File: config.mk
export PLATFORM = sky130hd
export DESIGN_NAME = uart_tx_arb
export DESIGN_NICKNAME = d
export VERILOG_FILES = /design/src/rtl/uart_pkg.sv /design/src/rtl/uart_tx_arb_rr_pick.sv /design/src/rtl/uart_tx_arb.sv
export SDC_FILE = /design/constraint.sdc
export NUM_CORES = 1
export LEC_CHECK = 0
export BUFFER_PORTS_ARGS = -buffer_cell sky130_fd_sc_hd__buf_2
export CAP_MARGIN = 0
export CORE_MARGIN = 10
export CORE_UTILIZATION = 45
export DETAILED_ROUTE_END_ITERATION = 10
export GPL_ROUTABILITY_DRIVEN = 0
export PLACE_DENSITY = 0.77
export SYNTH_ARGS = -nofsm -noshare
export SYNTH_HDL_FRONTEND = slang
export SYNTH_SLANG_ARGS = --single-unit
File: constraint.sdc
create_clock -name clk -period 1.9 [get_ports clk]
set_input_delay 0.095 -clock clk [delete_from_list [all_inputs] [get_ports clk]]
set_output_delay 0.095 -clock clk [all_outputs]
set_load 0.02 [all_outputs]
File: src/rtl/uart_pkg.sv
// Shared definitions for the UART transmit arbiter: byte width and FSM state encoding.
package uart_pkg;

    localparam int UART_BYTE_W = 8;

    typedef enum logic [1:0] {
        ST_IDLE = 2'd0,
        ST_LOAD = 2'd1,
        ST_GAP  = 2'd2
    } arb_state_e;

endpackage

File: src/rtl/uart_tx_arb_rr_pick.sv
// Combinational round-robin selector: first set request after ptr, wrapping modulo NREQ.
module rr_pick #(
    parameter int NREQ = 2,
    parameter int PW   = 1
) (
    input  logic [NREQ-1:0] req,
    input  logic [PW-1:0]   ptr,
    output logic [NREQ-1:0] gnt_onehot,
    output logic [PW-1:0]   idx,
    output logic            any
);

    function automatic logic [PW-1:0] wrap_idx(input logic [PW-1:0] p, input int k);
        int s;
        s = (int'(p) + k) % NREQ;
        return PW'(s);
    endfunction

    // NOTE: every output gets a default before the scan so no path leaves a value held (no latch).
    always_comb begin
        gnt_onehot = '0;
        idx        = '0;
        any        = 1'b0;
        for (int k = 1; k <= NREQ; k++) begin
            if (!any && req[wrap_idx(ptr, k)]) begin
                gnt_onehot[wrap_idx(ptr, k)] = 1'b1;
                idx                          = wrap_idx(ptr, k);
                any                          = 1'b1;
            end
        end
    end

endmodule

File: src/rtl/uart_tx_arb.sv
// Message-locked round-robin arbiter sharing the uart0 transmit byte port; all outputs registered.
module uart_tx_arb
    import uart_pkg::*;
#(
    parameter int NREQ      = 2,
    parameter int MAX_BURST = 16
) (
    input  logic                     clk,
    input  logic                     clr,
    input  logic [NREQ-1:0]          req,
    input  logic [NREQ-1:0]          last,
    input  logic [NREQ*UART_BYTE_W-1:0] data,
    output logic [NREQ-1:0]          ack,
    output logic [NREQ-1:0]          gnt,
    output logic                     txd_ld,
    output logic [UART_BYTE_W-1:0]   txd_dat,
    input  logic                     txd_busy
);

    localparam int PW = (NREQ > 1) ? $clog2(NREQ) : 1;
    localparam int BW = (MAX_BURST > 1) ? $clog2(MAX_BURST) : 1;
    localparam logic [PW-1:0] PTR_RST    = PW'(NREQ - 1);
    localparam logic [BW-1:0] BURST_LAST = BW'(MAX_BURST - 1);

    arb_state_e             state_q, state_d;
    logic [PW-1:0]          owner_q, owner_d;
    logic [PW-1:0]          ptr_q, ptr_d;
    logic [BW-1:0]          burst_q, burst_d;
    logic                   lst_q, lst_d;
    logic [NREQ-1:0]        gnt_q, gnt_d;
    logic [NREQ-1:0]        ack_q, ack_d;
    logic                   txd_ld_q, txd_ld_d;
    logic [UART_BYTE_W-1:0] txd_dat_q, txd_dat_d;

    logic [NREQ-1:0]        pick_gnt;
    logic [PW-1:0]          pick_idx;
    logic                   pick_any;
    logic [UART_BYTE_W-1:0] data_arr [NREQ];

    for (genvar i = 0; i < NREQ; i++) begin : g_slice
        assign data_arr[i] = data[UART_BYTE_W*i +: UART_BYTE_W];
    end

    rr_pick #(
        .NREQ (NREQ),
        .PW   (PW)
    ) u_pick (
        .req        (req),
        .ptr        (ptr_q),
        .gnt_onehot (pick_gnt),
        .idx        (pick_idx),
        .any        (pick_any)
    );

    always_comb begin
        state_d   = state_q;
        owner_d   = owner_q;
        ptr_d     = ptr_q;
        burst_d   = burst_q;
        lst_d     = lst_q;
        gnt_d     = gnt_q;
        ack_d     = '0;
        txd_ld_d  = 1'b0;
        txd_dat_d = txd_dat_q;

        case (state_q)
            ST_IDLE: begin
                gnt_d = '0;
                if (pick_any) begin
                    gnt_d   = pick_gnt;
                    owner_d = pick_idx;
                    burst_d = '0;
                    state_d = ST_LOAD;
                end
            end
            ST_LOAD: begin
                if (!req[owner_q]) begin
                    state_d = ST_IDLE;
                    ptr_d   = owner_q;
                    gnt_d   = '0;
                end else if (!txd_busy) begin
                    txd_dat_d = data_arr[owner_q];
                    lst_d     = last[owner_q];
                    txd_ld_d  = 1'b1;
                    ack_d     = gnt_q;
                    state_d   = ST_GAP;
                end
            end
            ST_GAP: begin
                // The strobe cycle also lets the FIFO full flag settle before the next LOAD.
                if (lst_q || burst_q == BURST_LAST) begin
                    state_d = ST_IDLE;
                    ptr_d   = owner_q;
                    gnt_d   = '0;
                end else begin
                    burst_d = burst_q + 1'b1;
                    state_d = ST_LOAD;
                end
            end
            default: begin
                state_d = ST_IDLE;
                gnt_d   = '0;
            end
        endcase
    end

    // NOTE: sequential state uses non-blocking assignments so all flops update from pre-edge values.
    always_ff @(posedge clk or posedge clr) begin
        if (clr) begin
            state_q   <= ST_IDLE;
            owner_q   <= '0;
            ptr_q     <= PTR_RST;
            burst_q   <= '0;
            lst_q     <= 1'b0;
            gnt_q     <= '0;
            ack_q     <= '0;
            txd_ld_q  <= 1'b0;
            txd_dat_q <= '0;
        end else begin
            state_q   <= state_d;
            owner_q   <= owner_d;
            ptr_q     <= ptr_d;
            burst_q   <= burst_d;
            lst_q     <= lst_d;
            gnt_q     <= gnt_d;
            ack_q     <= ack_d;
            txd_ld_q  <= txd_ld_d;
            txd_dat_q <= txd_dat_d;
        end
    end

    assign ack     = ack_q;
    assign gnt     = gnt_q;
    assign txd_ld  = txd_ld_q;
    assign txd_dat = txd_dat_q;

endmodule

# Yosys cells after proc, flatten, opt, wreduce, memory -nomap -nowiden
# Cells that the tools add are included.
# op_classes
n_eq_ne,8
n_addsub,3
shift,0
order_cmp,6
n_div,0
multipliers,0
n_mux,42
bitwise_logic,3
n_reduce_logical,14
# op_table
operator,n
two-way mux 8 bit,3
two-way mux 2 bit,11
two-way mux 1 bit,20
case mux 2 bit (3 select lines),2
AND reduction 3 bit,3
two-way mux 4 bit,2
"inequality test 2 bit, second input constant",4
case mux 4 bit (2 select lines),1
"< comparator 1 x 2 -> 1 bit, second input constant",3
AND reduction 2 bit,3
"adder 4 x 1 -> 4 bit, second input constant",1
"equality test 4 bit, second input constant",1
nonzero test 2 bit,2
logical AND 1 bit,3
"inequality test 3 bit, second input constant",1
"adder 1 bit, second input constant",2
demux 1 bit (select 1 bit),2
"equality test 2 x 1 -> 1 bit, second input constant",1
"equality test 2 bit, second input constant",1
"greater-or-equal comparator 1 bit, second input constant",2
"greater-or-equal comparator 2 bit, second input constant",1
zero test 2 bit,1
NOT 1 -> 2 bit,1
bitwise OR 2 bit,1
other kinds (4),4
# word_totals
reg_bits,22
n_memories,0
out_inout_bits,13
latch_bits,0
ram_bits,0
wordCells,85
romBits,0

# Longest topological paths before layout
# Gate-level depths: netlist (run 1).
# depth
depth_word,10
ltp_mapped,5
depth_no_buf,4

# By module
# A second synthesis (run 1) with hierarchy kept.
# unflattened
cells_unflattened,102
hier_area_um2,1051.0
# modules_own_cells
mod,area_per_inst_um2,cells_per_inst,n_inst,seq_area_each_um2
uart_tx_arb,1018.5,97,1,551.8
rr_pick,32.5,5,1,0.0

# Worst setup path after synthesis (run 1)
# Ideal clock, no wire load.
# synth_path
path_type,reg2reg
from,register burst_q[0]
to,register burst_q[1]
path_stages_with_launch,5
t_arrival_ps,1507
setup_ps,125
synth_period_minus_slack_ps,1632
t_required_ps,1775
n_path_buf,0
setup_slack_ps,268
path_cell_list,dfrtp_1 ha_1 and3_1 a211oi_2 mux2_2
# synth_between
elab_chain_len,4
# synth_lines
item,line_no,text
from (decl),uart_tx_arb.sv:28,"logic [BW-1:0] burst_q, burst_d;"
from (signal assigned),uart_tx_arb.sv:123,burst_q <= burst_d;
"parallel branches: the longest is 4 deep, another holds adder 4 x 1 -> 4 bit",-,
# Several ways; the timed one is not identified. The select of a mux whose other input is x is not followed.
# A chain may end at the register's enable or synchronous reset.

# Final worst setup path (run 1)
# layout_path
from,register state_q[1]
to,register ptr_q
# layout_between
elab_chain_len,3
# layout_lines
item,line_no,text
from (decl),uart_tx_arb.sv:25,"arb_state_e state_q, state_d;"
from (signal assigned),uart_tx_arb.sv:120,state_q <= state_d;
equality test 2 bit or equality test 2 x 1 -> 1 bit (tied branches),uart_tx_arb.sv:66,case (state_q)
inequality test 2 bit (no line) or nonzero test 2 bit (tied branches),-,
AND reduction 3 bit (no line),-,
to (signal assigned),uart_tx_arb.sv:122,ptr_q <= ptr_d;
to (decl),uart_tx_arb.sv:27,"logic [PW-1:0] ptr_q, ptr_d;"
# Parallel ways exist; a longest one is shown, timed or not.

==> results.json, run 1 <==
{
  "dieHeight_um": 69.30,
  "total_leakage_power_nw": 0.6564,
  "core_um2": 2255,
  "power_density_nw_per_um2": 1408,
  "startpoint": "state_q[1]$_DFFE_PP0P_",
  "clock-root-buffer": "clkbuf_4",
  "cts_buffers": 3,
  "timing.final.ws_setup_ns": 0.2505,
  "die_width_um": 69.30,
  "place.port_buffers": 35,
  "drt-initial-drc-count": 31,
  "worst-endpoint-arrival_ns": 1.89,
  "drt_first_pass_iters": 4,
  "first_global_vias": 926,
  "track_usage": 0.1029,
  "yosysWarnings": 0,
  "slowest_stage": "dfrtp_1",
  "path_max_fanout": 10,
  "grt_use_met1": 0.1153,
  "drc_errors": 0,
  "r2r-start": "state_q[1]$_DFFE_PP0P_",
  "ios": 36,
  "power.total_mw": 1.910,
  "preCtsSetupSlack_ns": 0.2582,
  "num_rows": 17,
  "syn_area_um2": 1094,
  "yosys-mux-area-fraction": 0.2185,
  "seq_area_frac_synth": 0.5046,
  "antenna_found_initial": 0,
  "antenna_cells": 0,
  "ir_drop_uv": 881.7,
  "clockBufferDepth": 2,
  "cts.sinks": 22,
  "crit_type": "reg2reg",
  "synth_seq_cells": 22,
  "synth_cells": 84,
  "synth_top_family_by_area": "multiplexers",
  "max_freq_mhz": 606.2,
  "yosys.area_share.adder": 0.01144,
  "hold_viol": 0,
  "relSlewSlack": 0.4672,
  "synth_edf_count": 0,
  "routedWlPerCell_um": 15.78,
  "tightest_slew_ns": 0.7983,
  "cts_htree_levels": 1,
  "vias": 785,
  "dieArea_um2": 4802,
  "final_cells": 153,
  "end_kind": "flop",
  "status": "finished clean",
  "crit_required_ns": 2.14,
  "finalCritPeriodShare": 0.8682,
  "setup_viol": 0,
  "ant_nets": 0,
  "grt_overflow": 0,
  "setup_tns_ns": 0,
  "synth_xor_area_frac": 0.008009,
  "avgSynthCellArea_um2": 13.02,
  "grt_max_degree": 23,
  "ys_types": 35,
  "busiest_layer": "met2",
  "hpwl_um": 1952,
  "fin_worst_skew_ns": 0.002453,
  "maxCapViolations": 0,
  "cts_tree": "built",
  "initial_core_util": 0.4850,
  "clk_pin_slew_worst_paths_ns": 0.11,
  "crit_path_cell_trace": "or3b_4, o221ai_1, mux2_1",
  "place_inst": 147,
  "slowest_delay_ns": 0.53,
  "synthArstFlopShare": 1.000,
  "min_period_ns": 1.650,
  "hp-class": "in2reg",
  "routed_wl_um": 2414,
  "clk_latency_ns": 0.30,
  "grt_util_met3": 0.03994,
  "post_cts_buffers": 0,
  "via_per_inst": 5.131,
  "synth_simple_gate_area_share": 0.1178,
  "final_layout_size_suffix_gt1_frac": 0.5680,
  "grt_pass1_wl_um": 4209,
  "rsz0062_at_grt": "false",
  "start_kind": "flop",
  "slew_violations": 0,
  "synth_compound_area_frac": 0.09840,
  "hp-start": "req[0]",
  "final_nets": 150,
  "grt_use_met2": 0.1825,
  "area_delta_synth_final_pct": 24.03,
  "syn_nets": 108,
  "synth_ff_type": "dfrtp_1"
}
timing repair:
item	in CTS	in global routing
resized for setup	0	0
hold endpoints to repair	22	0
hold buffers	2	0
cells in the final DEF, fill, tap and decap left out, types with 2 or more instances in the layout:
cell type,n
a32o_1,2
and2_1,2
buf_2,35
buf_4,3
clkbuf_4,3
dfrtp_1,21
dlygate4sd3_1,2
inv_1,5
mux2_2,19
nor2_1,2
nor3_1,2
o21ai_0,2
or3_1,2
where the power goes:
part	switching, mW	internal (mW)
Clock	0.133	0.117
Sequential	0.134	0.649
Combinational	0.449	0.429
worst paths after layout:
check	to	slack (ns)	depth (start not counted)
max reg2reg	ptr_q$_DFFE_PP1P_	0.25	3
min reg2reg	txd_dat[1]$_DFFE_PP0P_	0.51	1
max	ptr_q$_DFFE_PP1P_	0.25	3
min	owner_q$_DFFE_PP0P_	0.04	2
max in group asynchronous	lst_q$_DFFE_PP0P_	0.93	3
min in group asynchronous	txd_dat[2]$_DFFE_PP0P_	0.48	3
logic make-up (layout without fill, tap and decap cells):
logic type,after synthesis,after routing
DFF,22,22
and+or+nand+nor,18,18
adders and majority gates,1,1
muxes,21,21
AOI/OAI and AO/OA,13,13
buffers and inverters,8,49
xor gates and xnor gates,1,1
metal layers:
metal  share of wire  vias to the layer above  wire length, µm
met3           0.039                        0               94
met4               0                        0                0
met2            0.55                       17             1324
met1            0.41                      381              995
li1                -                      387                -
met5               0                        -                0
critical path, delay by kind of cell (launching register included):
family             cells  cell delay [ns]
DFF                    1             0.53
and+or+nand+nor        1             0.45
AOI/OAI and AO/OA      1             0.24
muxes                  1             0.36
registers in the layout, indices dropped and copies added (netlist names):
| register | count |
|---|---|
| ack | 2 |
| burst_q | 4 |
| gnt | 2 |
| lst_q | 1 |
| owner_q | 1 |
| ptr_q | 1 |
| state_q | 2 |
| txd_dat | 8 |
| txd_ld | 1 |
through the flow:
| step | cell area [µm²] | util | hold slack (ns) |
|---|---|---|---|
| global placement | 1300 | 0.5766 | 0.2791 |
| floorplan | 1094 | - | 0.08348 |
| global route | 1356 | 0.6016 | 0.04122 |
| CTS | 1356 | 0.6016 | 0.02641 |
| detailed placement | 1300 | 0.5766 | 0.2861 |
| finish | 1356 | 0.6016 | 0.03842 |
synthesized netlist by cell type (all sizes together), types with 2 or more instances:
master  instances  area [µm²]
mux2           20       225.2
dfrtp          21       525.5
nor3            3       20.02
nand2b          2       20.02
nor2            2       7.510
buf             3       26.27
or3             2       12.51
a32o            2       20.02
and2            2       12.51
o21ai           2       10.01
inv             5       18.77
a21o            2       16.27
layout make-up:
cell class              instances  area, µm²
multi-input cells              54      496.7
flip-flops and latches         22      551.8
clock buffers                   4      36.28
inverters                       5      18.77
well taps                      28      35.03
repair buffers                 40      217.7
fillers                       204      898.4
Note: power is estimated with default switching activity, not from simulation.
==> inputs of run 2 (changes only) <==
--- a/config.mk
+++ b/config.mk
@@ -8,10 +8,10 @@
 export BUFFER_PORTS_ARGS = -buffer_cell sky130_fd_sc_hd__buf_2
 export CAP_MARGIN = 0
 export CORE_MARGIN = 10
-export CORE_UTILIZATION = 45
+export CORE_UTILIZATION = 49
 export DETAILED_ROUTE_END_ITERATION = 10
 export GPL_ROUTABILITY_DRIVEN = 0
-export PLACE_DENSITY = 0.77
+export PLACE_DENSITY = 0.83
 export SYNTH_ARGS = -nofsm -noshare
 export SYNTH_HDL_FRONTEND = slang
 export SYNTH_SLANG_ARGS = --single-unit
==> run 2 against run 1 <==
Effect of this change:
- largest power group unchanged
- count of clock-buffer cells in the layout did not move
- critical endpoint unchanged
- combinational power decreased by 1%
- utilization rose by 2.4 points
- maximum frequency rose by 0.78%
- clock skew is 0.0068 ns higher
==> results.json, run 2 (synthesis gave the netlist of run 1 again) <==
{
  "status": "finished clean",
  "stdcell_area_um2": 1356,
  "via_per_inst": 5.366,
  "cts_resized": 0,
  "antenna_cells": 0,
  "dieHeight_um": 67.24,
  "final_cell_mix": "35 x buf_2, 21 x dfrtp_1, 19 x mux2_2, 5 x inv_1",
  "crit_required_ns": 2.14,
  "end_kind": "flop",
  "drt-initial-drc-count": 29,
  "start_kind": "flop",
  "relSlewSlack": 0.4518,
  "area_delta_synth_final_pct": 24.03,
  "clockBufferDepth": 2,
  "crit_type": "reg2reg",
  "worst-endpoint-arrival_ns": 1.88,
  "maxCapViolations": 0,
  "tightest_slew_ns": 0.8214,
  "largest_reg_flops": 8,
  "vias": 821,
  "max_freq_mhz": 611.0,
  "post_cts_buffers": 0,
  "grt_overflow": 0,
  "num_rows": 17,
  "ios": 36,
  "min_path_cells": 2,
  "hpwl_um": 1811,
  "total_leakage_power_nw": 0.6564,
  "initial_core_util": 0.5040,
  "ir_drop_uv": 914.4,
  "track_usage": 0.1038,
  "fin_worst_skew_ns": 0.009263,
  "power_density_nw_per_um2": 1407,
  "dieArea_um2": 4521,
  "ant_nets": 0,
  "power.total_mw": 1.908,
  "setup_viol": 0,
  "placed_area_um2": 1300,
  "clock-root-buffer": "clkbuf_4",
  "finalCritPeriodShare": 0.8615,
  "cts_tree": "built",
  "cts_htree_levels": 1,
  "routed_wl_um": 2363,
  "antenna_found_initial": 0,
  "clk_latency_ns": 0.31,
  "reg2regPathDepth": 3,
  "min_period_ns": 1.637,
  "drt_first_pass_iters": 4,
  "final_layout_size_suffix_gt1_frac": 0.5680,
  "final_nets": 150,
  "cts.sinks": 22,
  "first_global_vias": 897,
  "core_um2": 2170,
  "final_common_cell": "buf_2",
  "grt_pass1_wl_um": 3822,
  "place.port_buffers": 35,
  "routedWlPerCell_um": 15.44,
  "path_max_fanout": 10,
  "die_width_um": 67.24,
  "rsz0062_at_grt": "false",
  "cts_buffers": 3,
  "hold_buffers": 2,
  "clk_pin_slew_worst_paths_ns": 0.13,
  "hold_viol": 0,
  "grt_max_degree": 23,
  "setup_tns_ns": 0,
  "drc_errors": 0,
  "slew_violations": 0,
  "hp-class": "in2reg"
}
==> run 2: per-stage QoR <==
step	utilization	hold slack [ns]	cells	worst slack, ns
after floorplan	-	0.08348	84	0.2679
after global placement	0.5992	0.2795	147	0.3399
after detailed placement	0.5992	0.2949	147	0.2926
after CTS	0.6251	0.02970	153	0.2706
after global routing	0.6251	0.05943	153	0.2077
final	0.6251	0.04227	153	0.2632
==> run 2: worst paths after layout <==
check,endpoint,start,slack (ns)
max in group asynchronous,burst_q[0]$_DFFE_PP0P_,clr,0.92
setup / recovery,ptr_q$_DFFE_PP1P_,state_q[1]$_DFFE_PP0P_,0.26
min in group asynchronous,txd_dat[7]$_DFFE_PP0P_,clr,0.47
hold reg to reg,txd_dat[4]$_DFFE_PP0P_,txd_dat[4]$_DFFE_PP0P_,0.52
setup reg to reg,ptr_q$_DFFE_PP1P_,state_q[1]$_DFFE_PP0P_,0.26
hold / removal,owner_q$_DFFE_PP0P_,req[0],0.04
==> run 2: cell type report <==
class / count / area (µm²)
repair buffers: 40 / 217.7
inverters: 5 / 18.77
fillers: 187 / 813.3
clock buffers: 4 / 36.28
flip-flops and latches: 22 / 551.8
multi-input cells: 54 / 496.7
well taps: 28 / 35.03
==> run 2: metal layers <==
layer / up-vias / track usage / wire length (µm) / share of wire
met3: 4 / 0.01983 / 121 / 0.051
li1: 390 / - / - / -
met5: - / 0 / 0 / 0
met4: 0 / 0.05641 / 44 / 0.019
met1: 404 / 0.1154 / 956 / 0.40
met2: 23 / 0.1825 / 1240 / 0.52
==> run 2: worst max-delay path, cell delays in order (launching register included) <==
cell and delay, ns:
dfrtp_1 0.56, or3b_4 0.45, o221ai_1 0.20, mux2_1 0.35
==> run 2: power breakdown <==
part / switching, mW / total (mW) / internal (mW)
logic: 0.440 / 0.869 / 0.429
clock network: 0.144 / 0.261 / 0.117
registers: 0.130 / 0.778 / 0.648
total: 0.714 / 1.91 / 1.19
==> inputs of run 3 (changes only) <==
--- a/config.mk
+++ b/config.mk
@@ -5,13 +5,14 @@
 export SDC_FILE = /design/constraint.sdc
 export NUM_CORES = 1
 export LEC_CHECK = 0
+export ABC_AREA = 1
 export BUFFER_PORTS_ARGS = -buffer_cell sky130_fd_sc_hd__buf_2
 export CAP_MARGIN = 0
 export CORE_MARGIN = 10
-export CORE_UTILIZATION = 49
+export CORE_UTILIZATION = 48
 export DETAILED_ROUTE_END_ITERATION = 10
 export GPL_ROUTABILITY_DRIVEN = 0
-export PLACE_DENSITY = 0.83
+export PLACE_DENSITY = 0.82
 export SYNTH_ARGS = -nofsm -noshare
 export SYNTH_HDL_FRONTEND = slang
 export SYNTH_SLANG_ARGS = --single-unit
==> run 3 against run 2 <==
Effect of this change:
- global-route usage up 1.7 points
- flip-flop and latch count unchanged
- worst hold slack better by 0.050 ns
- critical path type unchanged
==> results.json, run 3 <==
{
  "status": "finished clean",
  "cts_buffers": 3,
  "initial_core_util": 0.4919,
  "end_kind": "flop",
  "synth_cells": 140,
  "crit_required_ns": 2.10,
  "crit_type": "reg2reg",
  "yosysTopAreaCell": "dfrtp_1",
  "power_density_nw_per_um2": 1350,
  "num_rows": 17,
  "path_max_fanout": 13,
  "dieHeight_um": 67.16,
  "yosysMostFrequentCell": "nand2_1",
  "die_width_um": 67.16,
  "utilization": 0.6078,
  "synth_top_cell_area_share": 0.4924,
  "synth_ff_type": "dfrtp_1",
  "synth_seq_cells": 22,
  "worst_path_most_repeated_cell": "nand2_1",
  "via_per_inst": 4.710,
  "largest_reg_flops": 8,
  "antenna_cells": 0,
  "tightest_slew_ns": 0.8179,
  "synthArstFlopShare": 1.000,
  "reg2regPathDepth": 8,
  "total_leakage_power_nw": 0.7894,
  "yosysWarnings": 0,
  "worst-endpoint-arrival_ns": 1.79,
  "track_usage": 0.1210,
  "cts_tree": "built",
  "setup_viol": 0,
  "slowest_stage": "dfrtp_1",
  "area_delta_synth_final_pct": 23.56,
  "r2r_slack_ns": 0.31,
  "relSlewSlack": 0.4541,
  "clk_latency_ns": 0.30,
  "grt_overflow": 0,
  "core_um2": 2170,
  "place.port_buffers": 35,
  "clk_pin_slew_worst_paths_ns": 0.12,
  "finalCritPeriodShare": 0.8372,
  "grt_pass1_wl_um": 4409,
  "drt-initial-drc-count": 49,
  "syn_area_um2": 1067,
  "drc_errors": 0,
  "hp-class": "in2reg",
  "clock-root-buffer": "clkbuf_4",
  "hpwl_um": 2205,
  "preCtsSetupSlack_ns": 0.3466,
  "power.total_mw": 1.781,
  "rsz0062_at_grt": "false",
  "clockBufferDepth": 2,
  "slew_violations": 0,
  "ios": 36,
  "ant_nets": 0,
  "synth.top_cells.by_count": "75 x nand2_1, 21 x dfrtp_1, 10 x inv_1",
  "ir_drop_uv": 700.3,
  "hold_viol": 0,
  "seq_area_frac_synth": 0.5170,
  "drt_first_pass_iters": 4,
  "fin_worst_skew_ns": 0.005985,
  "slowest_delay_ns": 0.53,
  "final_nets": 204,
  "post_cts_buffers": 0,
  "max_freq_mhz": 628.6,
  "min_path_cells": 5,
  "r2r_end": "txd_dat[6]$_DFFE_PP0P_",
  "final_layout_size_suffix_gt1_frac": 0.2570,
  "antenna_found_initial": 0,
  "startpoint": "owner_q$_DFFE_PP0P_",
  "final_cell_mix": "75 x nand2_1, 35 x buf_2, 21 x dfrtp_1, 10 x inv_1, 9 x nand3_1",
  "setup_tns_ns": 0,
  "cts.sinks": 22,
  "min_to": "txd_dat[3]$_DFFE_PP0P_",
  "crit_path_cell_trace": "inv_2, nand2_1, nand2_2, nand2_4, nor2_4, inv_2, nand2_1, nand2_1",
  "hp-start": "data[3]",
  "synth_edf_count": 0,
  "routed_wl_um": 2707,
  "vias": 975,
  "syn_nets": 164,
  "dieArea_um2": 4510,
  "routedWlPerCell_um": 13.08,
  "start_kind": "flop",
  "min_period_ns": 1.591,
  "grt_max_degree": 23,
  "timing.final.ws_setup_ns": 0.3093,
  "ys_types": 19,
  "r2r-start": "owner_q$_DFFE_PP0P_",
  "final_common_cell": "nand2_1",
  "cts_htree_levels": 1,
  "avgSynthCellArea_um2": 7.623,
  "yosys-top-cells-area": "dfrtp_1 49%, nand2_1 26%, nand3_1 4.2%",
  "maxCapViolations": 0,
  "first_global_vias": 962
}
## run 3: changes by cell type in the layout (fill, tap and decap cells not counted), sizes merged, moves of 3 or more
cell,previous run,this run
buf,38,35
inv,5,12
mux2,20,0
nand2,1,77
nand3,1,10
nor2,2,8
nor3,3,0
## run 3: layout make-up
class	instances	area, µm²
tap	28	35.03
inverter	12	45.04
multi-input combinational	104	455.4
fill	216	850.8
sequential	22	551.8
timing repair buffer	37	195.2
clock buffer	4	36.28
## run 3: worst max path at each step
| stage | to | slack (ns) |
|---|---|---|
| after floorplan | burst_q[1]$_DFFE_PP0P_ | 0.75 |
| after global placement | txd_dat[7]$_DFFE_PP0P_ | 0.45 |
| after detailed placement | txd_dat[7]$_DFFE_PP0P_ | 0.35 |
| after CTS | txd_dat[6]$_DFFE_PP0P_ | 0.31 |
| after global routing | txd_dat[6]$_DFFE_PP0P_ | 0.16 |
| final | txd_dat[6]$_DFFE_PP0P_ | 0.31 |
## run 3: power by group
| group | switching [mW] | internal (mW) | total [mW] | leakage, nW |
|---|---|---|---|---|
| sequential | 0.133 | 0.630 | 0.764 | 0.285 |
| combinational | 0.519 | 0.245 | 0.764 | 0.483 |
| clock | 0.136 | 0.117 | 0.253 | 0.0210 |
## run 3: what timing repair did
item | in CTS | in global routing
setup endpoints to repair | 0 | 0
gates resized for setup | 0 | 0
endpoints found under the hold margin | 22 | 0
hold buffers | 2 | 0
## run 3: cells by family (layout without fill, tap and decap cells)
group,count (synthesis),after routing,synth area share
DFF,22,22,0.5170
AOI/OAI and AO/OA,5,5,0.02813
buffers and inverters,14,53,0.05627
and+or+nand+nor,97,97,0.3787
xor gates and xnor gates,1,1,0.008208
adders and majority gates,1,1,0.01172
## run 3: routing by layer
layer  track usage  part of all wire
met1        0.1489              0.44
met2        0.2026              0.49
met3       0.02645             0.055
met4       0.04615             0.019
met5             0                 0
## run 3: worst max-delay path, delay by kind of cell (launching register included)
| family | cells | cell delay, ns |
|---|---|---|
| and+or+nand+nor | 6 | 0.62 |
| DFF | 1 | 0.53 |
| buffers and inverters | 2 | 0.34 |
## run 3: metrics by stage
| stage | hold slack, ns | std cells | area (µm²) |
|---|---|---|---|
| 2_1_floorplan | 0.08348 | 140 | 1067 |
| 3_3_place_gp | 0.2707 | 201 | 1262 |
| 3_5_place_dp | 0.2850 | 201 | 1262 |
| 4_1_cts | 0.09185 | 207 | 1319 |
| 5_1_grt | 0.1071 | 207 | 1319 |
| 6_report | 0.09195 | 207 | 1319 |
